$ cat src/rtl/freq_generator.sv
// Programmable square-wave source driven by a fractional phase accumulator.
// Rate changes land on rising edges of out; a stop never truncates a high phase.
module freq_generator #(
  parameter int CLK_HZ = 100000000,
  parameter int ACC_W  = 34
) (
  input  logic        clk,
  input  logic        rst_n,
  input  logic        en,
  input  logic        load,
  input  logic [31:0] freq_in,
  output logic        out,
  output logic        tick,
  output logic [31:0] freq_act,
  output logic        err
);

  localparam logic [ACC_W-1:0] MOD  = ACC_W'(CLK_HZ);
  localparam logic [31:0]      HALF = 32'(CLK_HZ / 2);

  typedef enum logic {IDLE, RUN} state_t;

  state_t           state, state_next;
  logic [ACC_W-1:0] acc, acc_next;
  logic [ACC_W-1:0] step_sum;
  logic [31:0]      pend, pend_next;
  logic             pend_v, pend_v_next;
  logic [31:0]      freq_next;
  logic             out_next, tick_next, err_next;
  logic             wrap, stop_req;

  // The accumulator wraps at CLK_HZ; each wrap is one half-period of out.
  assign step_sum = acc + ACC_W'({freq_act, 1'b0});
  assign wrap     = (step_sum >= MOD);
  assign stop_req = !en || (pend_v && (pend == 32'd0));

  always_ff @(posedge clk or negedge rst_n) begin
    if (!rst_n) state <= IDLE;
    else        state <= state_next;
  end

  always_comb begin
    state_next = state;
    case (state)
      IDLE: if (en && !pend_v && (freq_act != 32'd0)) state_next = RUN;
      RUN: begin
        if (stop_req && (!out || wrap)) state_next = IDLE;
      end
      default: state_next = IDLE;
    endcase
  end

  always_comb begin
    acc_next    = acc;
    out_next    = out;
    tick_next   = 1'b0;
    freq_next   = freq_act;
    pend_next   = pend;
    pend_v_next = pend_v;
    err_next    = err;
    case (state)
      IDLE: begin
        acc_next = '0;
        out_next = 1'b0;
        if (pend_v) begin
          freq_next   = pend;
          pend_v_next = 1'b0;
        end
      end
      RUN: begin
        if (!out && stop_req) begin
          acc_next = '0;
          out_next = 1'b0;
        end else if (wrap) begin
          acc_next = step_sum - MOD;
          out_next = !out;
          if (!out) begin
            tick_next = 1'b1;
            // A pending rate starts a fresh half-period from a clean accumulator.
            if (pend_v && (pend != 32'd0)) begin
              freq_next   = pend;
              pend_v_next = 1'b0;
              acc_next    = '0;
            end
          end else if (stop_req) begin
            acc_next = '0;
          end
        end else begin
          acc_next = step_sum;
        end
      end
      default: begin
        acc_next = '0;
        out_next = 1'b0;
      end
    endcase
    // A capture always wins, so a load on an applying edge waits for the next one.
    if (load) begin
      pend_v_next = 1'b1;
      if (freq_in > HALF) begin
        pend_next = HALF;
        err_next  = 1'b1;
      end else begin
        pend_next = freq_in;
        err_next  = 1'b0;
      end
    end
  end

  always_ff @(posedge clk or negedge rst_n) begin
    if (!rst_n) begin
      acc      <= '0;
      out      <= 1'b0;
      tick     <= 1'b0;
      freq_act <= 32'd0;
      pend     <= 32'd0;
      pend_v   <= 1'b0;
      err      <= 1'b0;
    end else begin
      acc      <= acc_next;
      out      <= out_next;
      tick     <= tick_next;
      freq_act <= freq_next;
      pend     <= pend_next;
      pend_v   <= pend_v_next;
      err      <= err_next;
    end
  end

endmodule

$ cat config.mk
export PLATFORM = sky130hd
export DESIGN_NAME = freq_generator
export DESIGN_NICKNAME = d
export VERILOG_FILES = /design/src/rtl/freq_generator.sv
export SDC_FILE = /design/constraint.sdc
export NUM_CORES = 1
export LEC_CHECK = 0
export CORE_AREA = 10 10 109 150
export DETAILED_ROUTE_END_ITERATION = 8
export DIE_AREA = 0 0 119 160
export PLACE_DENSITY = 0.79
export SETUP_SLACK_MARGIN = 0.15
export SLEW_MARGIN = 0
export SYNTH_ARGS = -nofsm -noshare
export SYNTH_HDL_FRONTEND = slang
export SYNTH_SLANG_ARGS = --single-unit
$ cat constraint.sdc
create_clock -name clk -period 3.6 [get_ports clk]
set_input_delay 0.72 -clock clk [delete_from_list [all_inputs] [get_ports clk]]
set_output_delay 0.72 -clock clk [all_outputs]
set_load 0.01 [all_outputs]
; ---- Word level (Yosys, flattened, before mapping)
; Cells that the tools add are included.
[classes]
addsub = 2
magnitude_cmp = 2
eq_ne = 10
mux = 30
bitwise_logic = 1
reduce_logical = 16
[op_table]
columns = cell, count
row1 = $mux W32, 6
row2 = $mux W34, 5
row3 = $pmux W34 S2, 1
row4 = $pmux W32 S2, 1
row5 = $reduce_bool A32 Y1, 2
row6 = $add A34 B33 Y34, 1
row7 = $ge A34 B27 Y1 const B, 1
row8 = $sub A34 B27 Y34 const B, 1
row9 = $gt A32 B26 Y1 const B, 1
row10 = $logic_not A32 Y1, 1
row11 = $mux W1, 14
row12 = $logic_and A1 B1 Y1, 6
row13 = $ne A2 B2 Y1 const B, 3
row14 = $ne A3 B2 Y1 const B, 2
row15 = $ne A3 B3 Y1 const B, 2
row16 = $pmux W1 S2, 3
row17 = $reduce_and A5 Y1, 1
row18 = $ne A2 B1 Y1 const B, 2
row19 = $reduce_and A4 Y1, 1
row20 = $logic_not A1 Y1, 3
row21 = $ne A3 B1 Y1 const B, 1
row22 = $logic_or A1 B1 Y1, 2
row23 = $not A1 Y1, 1
[totals]
register_bits = 103
input_bits = 36
out_inout_bits = 35
wordCells = 69

; ---- Depth between registers and ports, before layout
; Gate-level depths: netlist of the first run.
[logic_depth]
depth_word = 8
ltp_mapped = 21

; ---- Least setup slack after synthesis of the first run
; OpenSTA, ideal clock, no wires.
[synth_path]
path_kind = flip-flop to flip-flop
from = register freq_act[0]
to = register freq_act[10]
setup_time_ps = 125
arrival_time_ps = 3937
t_required_ps = 3475
setup_slack_ps = -462
stages_incl_launch_ff = 21
path_buffers = 1
synth_period_minus_slack_ps = 4062
path_cell_list = dfrtp_1 -> ha_1 -> inv_1 -> fa_1 -> nand2b_1 -> a21o_1 -> a21boi_1 -> nor2_1 -> xnor2_1 -> inv_1 -> ha_1 -> nand3_1 -> nor2_1 -> and4_1 -> o2111ai_1 -> a211o_1 -> a311oi_4 -> o21ai_2 -> a21boi_4 -> buf_6 -> mux2_2
[synth_via]
elab_chain_cells = 4
[synth_lines]
columns = element, line
row1 = "start, declared", 14  ; output logic [31:0] freq_act,
row2 = "start signal, assigned", 123  ; freq_act <= freq_next;
row3 = $add A34 B33 Y34, 33  ; assign step_sum = acc + ACC_W'({freq_act, 1'b0});
row4 = $ge A34 B27 Y1, 34  ; assign wrap = (step_sum >= MOD);
row5 = $ne A2 B1 Y1 (no line), --
row6 = $reduce_and A5 Y1 (no line), --
; Every way passes these cells.
; A chain may end at the register's enable or synchronous reset.

; ---- Final worst setup path of the first run
[layout_path]
from = register freq_act[0]
to = register acc[12]
[layout_via]
elab_chain_cells = 7
elab_cells_between_ends = 9
[layout_lines]
columns = element, line
row1 = $add A34 B33 Y34 (*), 33
row2 = $sub A34 B27 Y34, 75  ; acc_next = step_sum - MOD;
row3 = "$mux W34, on equally long branches", "80, 85"
row4 = $mux W34, 77  ; if (!out) begin
row5 = $mux W34 (*), 74  ; end else if (wrap) begin
row6 = $mux W34 (*), 71  ; if (!out && stop_req) begin
row7 = $pmux W34 S2 (*), 61  ; case (state)
row8 = named net acc_next[12], 24  ; logic [ACC_W-1:0] acc, acc_next;
row9 = "end signal, assigned", 120  ; acc <= acc_next;
row10 = "end, declared", 24
; Mark *: on every way through the listed nets, which the timed path passes. The rest lies on a longest branch.

==> results of run 1 <==
==> synthesized netlist by cell type (3+ instances only) <==
| cell | n |
|---|---|
| a211o_1 | 4 |
| buf_6 | 4 |
| nand4b_1 | 4 |
| a41oi_1 | 3 |
| nand4_1 | 19 |
| mux2_2 | 32 |
| nor2_1 | 58 |
| dfrtp_1 | 102 |
| o21ai_1 | 3 |
| a211oi_1 | 10 |
| mux2i_1 | 3 |
| o31ai_1 | 4 |
| o21bai_1 | 3 |
| a31o_2 | 3 |
| xor2_1 | 12 |
| or3_1 | 8 |
| o211a_1 | 3 |
| a21o_1 | 12 |
| o211ai_1 | 15 |
| buf_2 | 15 |
| nor4_1 | 25 |
| nor3_1 | 17 |
| nand3_1 | 10 |
| and3_1 | 8 |
| and2_1 | 10 |
| a21oi_1 | 41 |
| o22a_1 | 12 |
| o21a_1 | 8 |
| nor2b_1 | 15 |
| nand2b_1 | 10 |
| o2111ai_1 | 3 |
| a31oi_1 | 4 |
| and4_1 | 4 |
| inv_1 | 27 |
| ha_1 | 34 |
| xnor2_1 | 21 |
| clkbuf_1 | 11 |
| o21ai_0 | 52 |
| nand2_1 | 59 |
==> metal layers <==
layer / vias up / GRT usage
met1: 3739 / 0.2767
li1: 3313 / -
met3: 206 / 0.04270
met4: 0 / 0.1180
met5: - / 0
met2: 591 / 0.4183
==> repair_timing <==
| item | 4_1_cts | 5_1_grt |
|---|---|---|
| resized for setup | 36 | 56 |
| pin swaps | 5 | 16 |
| endpoints found under the setup margin | 69 | 69 |
| gates cloned | 1 | 4 |
| setup buffers | 14 | 6 |
==> power by group through the flow <==
stage	clock, mW	combinational (mW)	sequential (mW)
2_1_floorplan	0	3.17	1.34
3_3_place_gp	0	5.01	1.35
3_5_place_dp	0	5.15	1.35
4_1_cts	1.00	5.74	1.33
5_1_grt	1.08	7.23	1.35
6_report	1.04	7.09	1.35
==> per-stage QoR <==
step,setup slack (ns),power (mW),std cells
after floorplan,-0.2736,4.504,745
after global placement,-0.3080,6.357,1156
final,-1.013,9.476,1197
after global routing,-0.9745,9.662,1197
after CTS,-0.4957,8.080,1187
after detailed placement,-0.5153,6.495,1156
==> area by class of cell <==
cell class	instances	area, um2	area share
repair buffers	284	2472	0.2461
inverters	27	101.3	0.01009
flip-flops and latches	102	2552	0.2541
clock buffers	10	229.0	0.02280
multi-input cells	583	4382	0.4362
clock inverters	6	76.32	0.007598
well taps	185	231.5	0.02304
==> cells by family after synthesis <==
kind of cell | Yosys count | synth area share
muxes | 35 | 0.05664
and+or+nand+nor | 266 | 0.2053
DFF | 102 | 0.3703
adders and majority gates | 35 | 0.06462
AOI/OAI and AO/OA | 214 | 0.2202
xor gates and xnor gates | 33 | 0.04193
buffers and inverters | 60 | 0.04102
==> sequential cells by signal, indices dropped and copies added (netlist names) <==
signal and count:
acc 33, err 1, freq_act 32, out 1, pend 32, pend_v 1
state 1, tick 1
==> worst min path at each step <==
stage,slack (ns),to,start
finish,0.48,freq_act[2],rst_n
global route,0.54,pend[11],rst_n
CTS,0.51,err,err
detailed placement,0.49,err,err
global placement,0.48,err,err
floorplan,0.42,acc[10],rst_n
==> worst max-delay path: stages (launching register included) <==
cell and delay (ns):
dfrtp_1 0.38, ha_2 0.20, inv_2 0.04, fa_2 0.35
nand2b_4 0.17, a21o_1 0.18, a21boi_2 0.18, nor2_2 0.07
xnor2_2 0.14, inv_1 0.10, ha_2 0.18, nand3_2 0.09
nor2_2 0.11, and4_4 0.24, o2111ai_2 0.11, a211o_1 0.40
a311oi_4 0.44, buf_4 0.21, buf_6 0.13, buf_6 0.16
o211ai_1 0.12, xor2_1 0.36, nor2_1 0.12
==> results_dict.tcl, run 1 <==
set metrics [dict create \
    status "finished with violations" \
    violations "setup timing" \
    power_density_nw_per_um2 943.4 \
    insertion_delay_ns 0.37 \
    ir_drop_uv 753.5 \
    hold_path.class "input pin to async pin" \
    tightest_slew_ns 1.072 \
    dp_hpwl_um 17180 \
    synthArstFlopShare 1.000 \
    critPathKind "flop to flop" \
    cts-root-buf "clkbuf_16" \
    cp_data_arrival_time_ns 4.84 \
    final.setup_skew_ns 0.007684 \
    max_cap_viol_count 0 \
    netlist_area_um2 6893 \
    top_layer "met4" \
    track_usage 0.2407 \
    yosysUniqueCellTypes 85 \
    yosysWarnings 0 \
    final_common_cell "buf_4" \
    synth.avg_cell_area_um2 9.252 \
    synth_seq_cells 102 \
    reg2reg_slack_ns -1.01 \
    finalCoreUtilization 0.7356 \
    nNetsFinal 1078 \
    cts_tree "built" \
    yosys.area.top_type "dfrtp_1" \
    design_area_um2 10040 \
    p_sw_mw 4.440 \
    wl_per_cell_um 23.48 \
    postSynthCellCount 745 \
    post-route-drc-count 0 \
    die_h_um 160 \
    crit_path_max_fanout 12 \
    path_clk_slew_ns 0.07 \
    clock_power_share 0.109 \
    dieArea_um2 19040 \
    routedLengthMet1_um 9786 \
    ant_nets 0 \
    ys.flop_type "dfrtp_1" \
    fillers 829 \
    ys_seq_area_frac 0.3703 \
    hold_viol 0 \
    fin_ws_ns -1.013 \
    syn_to_final_growth_pct 45.72 \
    io_buffers 70 \
    start_util 0.5048 \
    rr_startpoint "freq_act[0]" \
    yosys.area.top_type_share 0.3703 \
    synthesis.nets 816 \
    cts_num_sinks 102 \
    vias_per_cell 6.557 \
    r2r_cells 22 \
    crit_start "freq_act[0]" \
    dr_wl_met2_um 13550 \
    h-tree-depth 3 \
    grt_max_degree 71 \
    place_area_um2 9114 \
    grt-ovfl-total 0 \
    min_period_ns 4.613 \
    drt_wl_total_um 28110 \
    grt_pass1_vias 7337 \
    ctsLongestPathBuffers 2 \
    antenna_found_initial 0 \
    fmax_ghz 0.2168 \
    core_um2 13660 \
    num_rows 51 \
    drive_gt1_frac 0.3172 \
    ys_top_cells_by_area "dfrtp_1 (37%), ha_1 (6.2%), mux2_2 (5.2%), o21ai_0 (3.8%), nand2_1 (3.2%)" \
    relSlewSlack 0.2822 \
    p_sw_frac 0.4686 \
    met3_length_um 2774 \
    crit_required_ns 3.83 \
    ios 71 \
    synth_edf_count 0 \
    r2r_end "acc[12]" \
    num_antenna_cells 0 \
    p_leak_nw 4.517 \
    tns_ns -61.58 \
    layout_common_cells "buf_4 (196), dfrtp_1 (102), clkdlybuf4s50_1 (69), nand2_1 (58), o21ai_0 (49)" \
    combPwrFrac 0.748 \
    crit_path_end "acc[12]" \
    fin_hold_ws_ns 0.4824 \
    crit_path_end_kind "flop" \
    rsz0062_at_grt "yes" \
    holdBufCountCts 0 \
    period_share 1.281 \
    drv_slew 0 \
    dieWidth_um 119 \
    vias 7849 \
    first_iter_violations 1041 \
    gp_congestion 0.9278 \
    cts_buffers 9 \
    p_seq_frac 0.142 \
    cp-start-kind "flop" \
    grt_pass1_wl_um 37400 \
    first_pass_iters 7 \
    intPower_mw 5.036 \
    setup_viol 69 \
]
Power figures use the tool's default switching activity.
==> run 2, diff against run 1 <==
CORE_AREA = 10 10 122 169   (was 10 10 109 150)
DIE_AREA = 0 0 132 179   (was 0 0 119 160)
PLACE_DENSITY = 0.65   (was 0.79)
==> run 2 against run 1 <==
  * The run still ends with setup timing left
  * Via count decreased by 8.7%
  * First-iteration DRC count fell by 52%
  * Non-clock buffer count up 23
  * Count of clock-buffer cells in the layout is the same
  * Clock skew about the same
  * Largest power group unchanged
==> results_dict.tcl, run 2 (same netlist as run 1, synthesis figures left out) <==
set metrics [dict create \
    grt_pass1_wl_um 36580 \
    violations "setup timing" \
    num_rows 58 \
    crit_path_max_fanout 9 \
    min_period_ns 4.263 \
    path_clk_slew_ns 0.08 \
    crit_path_end_kind "flop" \
    fin_ws_ns -0.6626 \
    wl_per_cell_um 19.15 \
    layout_common_cells "buf_4 (217), dfrtp_1 (102), clkdlybuf4s50_1 (69), nand2_1 (57), nor2_1 (43)" \
    core_um2 17630 \
    rr_startpoint "freq_act[0]" \
    place_ws_ns -0.4278 \
    crit_required_ns 3.84 \
    relSlewSlack 0.3741 \
    drive_gt1_frac 0.3527 \
    cts_tree "built" \
    cts_buffers 9 \
    track_usage 0.1895 \
    p_leak_nw 4.672 \
    insertion_delay_ns 0.35 \
    hold_viol 0 \
    register_area_um2 2552 \
    top_regs "acc: 33 flops, freq_act: 32 flops, pend: 32 flops" \
    hold_path.class "input pin to async pin" \
    final.setup_skew_ns 0.007253 \
    cts-root-buf "clkbuf_16" \
    ctsLongestPathBuffers 2 \
    finalCoreUtilization 0.5954 \
    io_buffers 70 \
    antenna_found_initial 0 \
    cp-start-kind "flop" \
    fillers 1409 \
    first_iter_violations 496 \
    dieArea_um2 23630 \
    cp_data_arrival_time_ns 4.50 \
    h-tree-depth 3 \
    drt_wl_total_um 24410 \
    cts_num_sinks 102 \
    grt_pass1_vias 7157 \
    num_antenna_cells 0 \
    crit_start "freq_act[0]" \
    vias_per_cell 5.620 \
    grt-ovfl-total 0 \
    critPathKind "flop to flop" \
    regMostFlops "acc" \
    grt_max_degree 74 \
    period_share 1.184 \
    tightest_slew_ns 0.9347 \
    syn_to_final_growth_pct 52.31 \
    setup_viol 69 \
    multi_input_area_um2 4549 \
    power_density_nw_per_um2 956.4 \
    drv_slew 0 \
    status "finished with violations" \
    dp_hpwl_um 17720 \
    largest_reg_flops 33 \
    vias 7165 \
    nNetsFinal 1101 \
    ant_nets 0 \
    first_pass_iters 5 \
    start_util 0.3909 \
    dieWidth_um 132 \
    tns_ns -41.97 \
    gp_congestion 0.9496 \
    ir_drop_uv 869.3 \
    cpPeakStageDelay_ns 0.36 \
    final_common_cell "buf_4" \
    max_cap_viol_count 0 \
    fin_hold_ws_ns 0.4812 \
    post-route-drc-count 0 \
    crit_chain "ha_2, inv_2, fa_2, nand2b_4, a21o_1, a21boi_2, nor2_1, xnor2_1, inv_1, ha_2, nand3_2, nor2_1, and4_1, o2111ai_1, a211o_1, a311oi_4, o21ai_2, a21boi_4, buf_6, buf_12, mux2_2" \
    crit_slowest_cell "dfrtp_1" \
    fmax_ghz 0.2346 \
    rsz0062_at_grt "yes" \
    ios 71 \
    die_h_um 179 \
]
[run 2: cell count changes in the layout (fill, tap and decap cells not counted), moves of 3 or more]
cell     delta
buf_4      +21
o21ai_1     +8
o21ai_0     -7
nor2_4      +4
xnor2_1     -4
xnor2_2     +4
nor2_1      -3
[run 2: area by class of cell]
type,count,share of cell area
clock buffer,10,0.02276
clock inverter,6,0.007151
inverter,27,0.009653
multi-input combinational,583,0.4333
sequential,102,0.2431
tap,240,0.02860
timing repair buffer,307,0.2554
[run 2: path summary, 6_finish.rpt]
check | endpoint | slack [ns] | depth (start not counted)
min | pend[3] | 0.48 | 1
max in group asynchronous | acc[27] | 2.27 | 2
min reg2reg | err | 0.51 | 2
max | freq_act[3] | -0.66 | 21
max reg2reg | freq_act[3] | -0.66 | 21
min in group clk | err | 0.51 | 2
[run 2: metrics by stage]
step                area (um2)  cells  power, mW
detailed placement        9318   1229      6.539
floorplan                 6917    745      4.504
global placement          9318   1229      6.465
finish                   10500   1275      10.04
CTS                       9940   1263      8.381
global route             10500   1275      10.54
[run 2: critical path, delay by kind of cell, from the launching register on]
| family | cells | cell delay (ns) |
|---|---|---|
| adder cells (fa/ha/maj) | 3 | 0.71 |
| buffers and inverters | 4 | 0.42 |
| multiplexers | 1 | 0.33 |
| flip-flops | 1 | 0.36 |
| AO/OA/AOI/OAI | 7 | 1.50 |
| XOR/XNOR | 1 | 0.15 |
| AND/OR/NAND/NOR | 5 | 0.68 |
[run 2: where the power goes]
part / switching, mW / total [mW] / internal, mW
Clock: 0.462 / 1.03 / 0.570
Sequential: 0.0660 / 1.33 / 1.27
Combinational: 3.89 / 7.68 / 3.79
[run 2: what timing repair did]
action / 4_1_cts / 5_1_grt
gates resized for setup: 25 / 105
endpoints found under the hold margin: 0 / 0
setup endpoints to repair: 69 / 69
hold buffers: 0 / 0
gates cloned: 3 / 4
buffers inserted: 15 / 8
pin swaps: 2 / 30
[run 2: layer usage]
layer	part of all wire	global-route usage	vias to the layer above
li1	-	-	3358
met1	0.42	0.2234	3549
met2	0.52	0.3519	204
met3	0.030	0.01683	54
met4	0.033	0.06552	0
met5	0	0	-
